## src/rtl/spi_minion_arbiter_pkg.sv

```systemverilog
// Shared types and helpers for the SPI minion arbiter.
// rr_pick works on a fixed maximum width so one function serves every client count.
package spi_minion_arbiter_pkg;

    // Widest client set the round-robin helper supports (ids up to 6 bits).
    localparam int unsigned MaxClients = 64;
    localparam int unsigned MaxIdBits  = 6;

    typedef enum logic {EMPTY, FULL} state_t;

    typedef struct packed {
        logic                 found;
        logic [MaxIdBits-1:0] idx;
    } rr_pick_t;

    // Client id width.
    function automatic int unsigned calc_abits(input int unsigned num_clients);
        return (num_clients < 2) ? 1 : $clog2(num_clients);
    endfunction

    // Client data width once the id has been packed into the adapter payload.
    function automatic int unsigned calc_dbits(input int unsigned nbits,
                                               input int unsigned num_clients);
        return nbits - 2 - calc_abits(num_clients);
    endfunction

    // First set bit of val searching ptr, ptr+1, ... with an explicit wrap at n.
    function automatic rr_pick_t rr_pick(input logic [MaxClients-1:0] val,
                                         input logic [MaxIdBits-1:0]  ptr,
                                         input int unsigned           n);
        rr_pick_t             res;
        int unsigned          j;
        logic [MaxIdBits-1:0] j_idx;
        res = '0;
        for (int unsigned i = 0; i < MaxClients; i++) begin
            if (i < n && !res.found) begin
                j = 32'(ptr) + i;
                if (j >= n) begin
                    j = j - n;
                end
                j_idx = j[MaxIdBits-1:0];
                if (val[j_idx]) begin
                    res.found = 1'b1;
                    res.idx   = j_idx;
                end
            end
        end
        return res;
    endfunction

endpackage

```

## src/rtl/spi_minion_arbiter_rr.sv

```systemverilog
// Round-robin priority select over client valids, with the registered
// rotation pointer. The pointer moves past the winner only when it is taken.
module spi_minion_arbiter_rr
    import spi_minion_arbiter_pkg::*;
#(
    parameter  int unsigned num_clients = 4,
    localparam int unsigned abits       = calc_abits(num_clients)
) (
    input  logic                   clk,
    input  logic                   reset,
    input  logic [num_clients-1:0] val,
    input  logic                   advance,
    output logic                   found,
    output logic [abits-1:0]       grant,
    output logic [num_clients-1:0] grant_onehot,
    output logic [abits-1:0]       ptr
);

    logic [MaxClients-1:0] val_ext;
    logic [MaxIdBits-1:0]  ptr_ext;
    logic [abits-1:0]      ptr_q;
    rr_pick_t              pick;
    logic                  unused_pick;

    // Priority search starting at the pointer.
    always_comb begin
        val_ext                  = '0;
        val_ext[num_clients-1:0] = val;
        ptr_ext                  = '0;
        ptr_ext[abits-1:0]       = ptr_q;
        pick                     = rr_pick(val_ext, ptr_ext, num_clients);
        found                    = pick.found;
        grant                    = pick.idx[abits-1:0];
        grant_onehot             = '0;
        if (pick.found) begin
            grant_onehot[grant] = 1'b1;
        end
    end

    assign unused_pick = ^pick.idx;

    // Pointer advances to the client after the winner on an accepted grant.
    always_ff @(posedge clk) begin
        if (reset) begin
            ptr_q <= '0;
        end else if (advance && found) begin
            ptr_q <= (grant == abits'(num_clients - 1)) ? '0 : grant + 1'b1;
        end
    end

    assign ptr = ptr_q;

endmodule

```

## src/rtl/spi_minion_arbiter.sv

```systemverilog
// Shares one SPI minion adapter between num_clients requesters.
// Upstream: round-robin merge of client packets, tagged with the client id.
// Downstream: adapter packets routed to a client by the id in the payload MSBs.
// Optional build macro SPI_MINION_ARBITER_DROP_CNT_EN adds drop_cnt/drop_seen
// for packets whose id names no client.
module spi_minion_arbiter
    import spi_minion_arbiter_pkg::*;
#(
    parameter  int unsigned nbits       = 8,
    parameter  int unsigned num_clients = 4,
    localparam int unsigned abits       = calc_abits(num_clients),
    localparam int unsigned dbits       = calc_dbits(nbits, num_clients)
) (
    input  logic                         clk,
    input  logic                         reset,
    input  logic [num_clients-1:0]       cli_recv_val,
    output logic [num_clients-1:0]       cli_recv_rdy,
    input  logic [num_clients*dbits-1:0] cli_recv_msg,
    output logic [num_clients-1:0]       cli_send_val,
    input  logic [num_clients-1:0]       cli_send_rdy,
    output logic [dbits-1:0]             cli_send_msg,
    output logic                         adp_recv_val,
    input  logic                         adp_recv_rdy,
    output logic [nbits-3:0]             adp_recv_msg,
    input  logic                         adp_send_val,
    output logic                         adp_send_rdy,
    input  logic [nbits-3:0]             adp_send_msg
`ifdef SPI_MINION_ARBITER_DROP_CNT_EN
    ,
    output logic [7:0]                   drop_cnt,
    output logic                         drop_seen
`endif
);

    // ---------------- Upstream: clients -> adapter ----------------

    state_t                 up_state_q;
    logic [nbits-3:0]       up_msg_q;
    logic                   can_load;
    logic                   up_hs;
    logic                   rr_found;
    logic [abits-1:0]       rr_grant;
    logic [num_clients-1:0] rr_onehot;
    logic [abits-1:0]       rr_ptr;
    logic [dbits-1:0]       up_data;

    spi_minion_arbiter_rr #(
        .num_clients (num_clients)
    ) u_rr (
        .clk          (clk),
        .reset        (reset),
        .val          (cli_recv_val),
        .advance      (up_hs),
        .found        (rr_found),
        .grant        (rr_grant),
        .grant_onehot (rr_onehot),
        .ptr          (rr_ptr)
    );

    // The pointer is only needed inside the arbiter; observed for debug.
    logic unused_rr_ptr;
    assign unused_rr_ptr = ^rr_ptr;

    // The register can take a new packet when empty or being read this cycle.
    always_comb begin
        can_load     = (up_state_q == EMPTY) || ((up_state_q == FULL) && adp_recv_rdy);
        up_hs        = rr_found && can_load;
        cli_recv_rdy = rr_onehot & {num_clients{can_load}};
        up_data      = cli_recv_msg[rr_grant*dbits +: dbits];
    end

    // Upstream output register: load on a client handshake, empty on a bare drain.
    always_ff @(posedge clk) begin
        if (reset) begin
            up_state_q <= EMPTY;
            up_msg_q   <= '0;
        end else if (up_hs) begin
            up_state_q <= FULL;
            up_msg_q   <= {rr_grant, up_data};
        end else if ((up_state_q == FULL) && adp_recv_rdy) begin
            up_state_q <= EMPTY;
        end
    end

    assign adp_recv_val = (up_state_q == FULL);
    assign adp_recv_msg = up_msg_q;

    // ---------------- Downstream: adapter -> clients ----------------

    state_t           dn_state_q;
    logic [abits-1:0] dn_id_q;
    logic [dbits-1:0] dn_data_q;
    logic [abits-1:0] in_id;
    logic [dbits-1:0] in_data;
    logic             in_id_ok;
    logic             dn_drain;
    logic             dn_hs;

    // A held packet blocks new ones until its own client takes it.
    always_comb begin
        in_id        = adp_send_msg[nbits-3 -: abits];
        in_data      = adp_send_msg[dbits-1:0];
        in_id_ok     = 32'(in_id) < num_clients;
        dn_drain     = (dn_state_q == FULL) && cli_send_rdy[dn_id_q];
        adp_send_rdy = (dn_state_q == EMPTY) || cli_send_rdy[dn_id_q];
        dn_hs        = adp_send_val && adp_send_rdy;
    end

    // Downstream output register: invalid ids are consumed but never loaded.
    always_ff @(posedge clk) begin
        if (reset) begin
            dn_state_q <= EMPTY;
            dn_id_q    <= '0;
            dn_data_q  <= '0;
        end else if (dn_hs && in_id_ok) begin
            dn_state_q <= FULL;
            dn_id_q    <= in_id;
            dn_data_q  <= in_data;
        end else if (dn_drain) begin
            dn_state_q <= EMPTY;
        end
    end

    // Valid goes only to the addressed client.
    always_comb begin
        cli_send_val = '0;
        if (dn_state_q == FULL) begin
            cli_send_val[dn_id_q] = 1'b1;
        end
    end

    assign cli_send_msg = dn_data_q;

`ifdef SPI_MINION_ARBITER_DROP_CNT_EN
    logic dn_drop;
    assign dn_drop = dn_hs && !in_id_ok;

    // Saturating count of dropped packets plus a sticky flag.
    always_ff @(posedge clk) begin
        if (reset) begin
            drop_cnt  <= '0;
            drop_seen <= 1'b0;
        end else if (dn_drop) begin
            if (drop_cnt != 8'hFF) begin
                drop_cnt <= drop_cnt + 8'd1;
            end
            drop_seen <= 1'b1;
        end
    end
`endif

endmodule

```

## config.mk

```make
export PLATFORM = sky130hd
export DESIGN_NAME = spi_minion_arbiter
export DESIGN_NICKNAME = d
export VERILOG_FILES = /design/src/rtl/spi_minion_arbiter_pkg.sv /design/src/rtl/spi_minion_arbiter_rr.sv /design/src/rtl/spi_minion_arbiter.sv
export SDC_FILE = /design/constraint.sdc
export NUM_CORES = 1
export LEC_CHECK = 0
export CELL_PAD_IN_SITES_DETAIL_PLACEMENT = 0
export CELL_PAD_IN_SITES_GLOBAL_PLACEMENT = 1
export CORE_MARGIN = 5
export CORE_UTILIZATION = 31
export CTS_CLUSTER_DIAMETER = 60
export DETAILED_ROUTE_END_ITERATION = 8
export GPL_ROUTABILITY_DRIVEN = 0
export PLACE_DENSITY_LB_ADDON = 0.08
export SYNTH_ARGS = -nofsm -noshare
export SYNTH_HDL_FRONTEND = slang
export SYNTH_HIERARCHICAL = 1
export SYNTH_SLANG_ARGS = --single-unit
```

## constraint.sdc

```tcl
create_clock -name clk -period 3.75 [get_ports clk]
set_clock_uncertainty 0.2 [all_clocks]
set_input_delay 0.5625 -clock clk [delete_from_list [all_inputs] [get_ports clk]]
set_output_delay 0.5625 -clock clk [all_outputs]
set_load 0.05 [all_outputs]
```

==> flow_summary.toml <==
[status]
outcome = "finished, final reports clean"

[floorplanning]
die_h_um = 73.28
die_width_um = 73.28
rows = 23
die_area_mm2 = 0.005369
io_pins = 54
coreArea_mm2 = 0.003943
start_util_pct = 31.48

[sta]
setup_viol = 0
setup_ws_ns = 0.1195
final_max_slew_viol_count = 0
max_freq_mhz = 275.4
post-route-period-util_pct = 96.81
finalHoldViolations = 0
rsz0062_at_grt = "false"
tns_ns = 0
relSlewSlack_pct = 59.39
tightest_slew_ns = 0.6073
period_minus_slack_ns = 3.630

[finish]
fill_cells = 379
num-nets-final = 229
syn2layout_area_growth_pct = 57.56
stdcell_count = 236
n_antenna_cell = 0
layout-drive-gt1-share_pct = 18.28
fin_util_pct = 49.60
design_area_mm2 = 0.001956

[clock_tree]
clock_sink_count = 16
cts_hold_buf = 0
clkTransAtPathRegs_ns = 0.06
h-tree-depth = 1
cts_buffers = 3
clk-insertion-delay-late_ns = 0.24
cts.root.buffer_cell = "clkbuf_8"
clk_path_buf_depth = 2
cts_tree = "yes"

[global_routing]
antenna_found_initial = 0
grt_pass1_wl_mm = 5.133
overflow = 0
grt_pass1_vias = 1091
grt_max_degree = 23
grtUsageTotal_pct = 11.98

[pwr]
leakage_nw = 0.7983
power_density_mw_per_mm2 = 773.8
vdd_drop_max_uv = 276.8

[place]
post-dp-hpwl_mm = 2.518
pre_cts_ws_ns = 0.08911
port_buffers = 53
placed_cell_area_mm2 = 0.001877
dpl.cell_count = 232

[setup_path]
path_class = "input pin to output pin"
cp-end-kind = "output pin"
critPathRequiredTime_ns = 2.99
cp-start-kind = "input pin"
crit_fanout = 4
r2r_slack_ns = 0.79
arrival_ns = 2.87

[synthesis]
synth.avg_cell_area_um2 = 9.548
synth_edf_count = 0
ys_warn_count = 6
synth.cell_area_mm2 = 0.001241
syn_nets = 172
postSynth.asyncResetShare_pct = 0
synth_ff_type = "dfxtp_1"
synth.distinct_cells = 37
synthAdderAreaFrac_pct = 8.065
synth-compound-area-share_pct = 15.02
synthSimpleGateAreaFrac_pct = 23.29
yosys.area_share.xor_xnor_pct = 0
synth-seq-cells = 16
synth_top_family_by_area = "simple AND/OR/NAND/NOR gates"
syn_inst = 130
ys_seq_area_share_pct = 25.81
synth.area.mux_share_pct = 23.19

[drt]
vias_per_cell = 4.792
drt_iter0_drc = 38
vias = 1131
wl_mm = 3.150
first_pass_iters = 4
drc = 0
routedWlPerCell_um = 13.35
ant_nets = 0

[job]
cap_violations = 0

[hold_path]
hp-class = "register to register"
==> layout make-up <==
| class | instances | area [um2] | area share (%) |
|---|---|---|---|
| multi-input combinational | 102 | 880.8 | 45.04 |
| sequential | 16 | 321.6 | 16.44 |
| timing repair buffer | 58 | 613.1 | 31.35 |
| tap | 50 | 62.56 | 3.199 |
| clock buffer | 4 | 55.05 | 2.815 |
| inverter | 6 | 22.52 | 1.152 |
==> power by group <==
part | internal (mW) | switching (mW) | leakage [nW] | total [mW]
registers | 0.216 | 0.0309 | 0.133 | 0.247
logic | 0.534 | 0.582 | 0.637 | 1.12
clock network | 0.0930 | 0.0571 | 0.0288 | 0.150
total | 0.843 | 0.670 | 0.798 | 1.51
==> repair_timing <==
action,CTS,global route
setup buffers,0,0
gates resized for setup,0,6
setup endpoints to repair,0,4
==> sequential cells by signal, summed over array words and instances, names as in the netlist <==
register / flops
adp_recv_msg: 6
adp_recv_val: 1
cli_send_msg: 4
dn_id_q: 2
dn_state_q: 1
u_rr/ptr: 2
==> placed cells by master (no fill, tap or decap), types with 2 or more instances in the layout <==
cell type and instances:
nand3_1 7, buf_4 5, a21oi_1 13, nand2_1 2
o21ai_0 5, and2b_1 2, mux2i_1 9, nor2_1 3
mux2_2 3, clkbuf_8 4, buf_12 4, nand2b_1 13
and2_1 4, dlymetal6s2s_1 2, mux4_2 5, o21ai_1 3
clkdlybuf4s50_1 47, nand3b_1 2, and2b_2 4, ha_1 8
dfxtp_1 15, inv_1 6, nor2b_1 2
==> logic make-up after synthesis <==
group           Yosys count
mux                      20
compound gates           28
buf+inv                  12
fa+ha+maj                 8
simple gates             46
flops                    16
==> critical path, cell delays in order <==
cell             delay [ns]
clkdlybuf4s50_1        0.45
mux4_2                 0.52
a221oi_2               0.19
and4b_1                0.24
nand2b_4               0.13
mux2i_2                0.08
ha_1                   0.20
and2b_2                0.18
and2_1                 0.16
buf_12                 0.15
==> path summary, 6_finish.rpt <==
check / end / start / cells past startpoint
worst min register to register: cli_send_msg[0] / cli_send_msg[0] / 2
worst max-delay path: cli_recv_rdy[3] / cli_recv_val[2] / 10
worst max register to register: adp_recv_msg[2] / u_rr/ptr[1] / 11
worst min-delay path: cli_send_msg[0] / cli_send_msg[0] / 2
==> through the flow <==
step	power [mW]	hold WS, ns
4_1_cts	1.510	0.2759
6_report	1.513	0.2709
3_5_place_dp	1.352	0.2638
2_1_floorplan	0.9795	0.2664
5_1_grt	1.625	0.2988
3_3_place_gp	1.349	0.2587
==> metal layers <==
| layer | up-vias | global-route usage [%] | part of all wire, % |
|---|---|---|---|
| li1 | 585 | - | - |
| met4 | 0 | 1.230 | 0 |
| met2 | 33 | 19.36 | 46 |
| met3 | 0 | 4.378 | 8.8 |
| met5 | - | 0 | 0 |
| met1 | 513 | 15.80 | 46 |
==> synth_stat cells (all sizes together), types with 2 or more instances <==
| cell | n | area, um2 |
|---|---|---|
| a21oi | 13 | 65.06 |
| a221oi | 3 | 50.05 |
| and2 | 6 | 38.79 |
| and2b | 6 | 50.04 |
| buf | 3 | 23.77 |
| clkbuf | 3 | 11.26 |
| dfxtp | 16 | 320.3 |
| ha | 8 | 100.1 |
| inv | 6 | 22.52 |
| mux2 | 4 | 48.79 |
| mux2i | 10 | 100.1 |
| mux4 | 6 | 138.9 |
| nand2 | 2 | 7.510 |
| nand2b | 14 | 87.58 |
| nand3 | 7 | 35.03 |
| nand3b | 2 | 15.01 |
| nor2 | 3 | 11.26 |
| nor2b | 2 | 12.51 |
| o21ai | 8 | 40.03 |
Power figures use the tool's default switching activity.
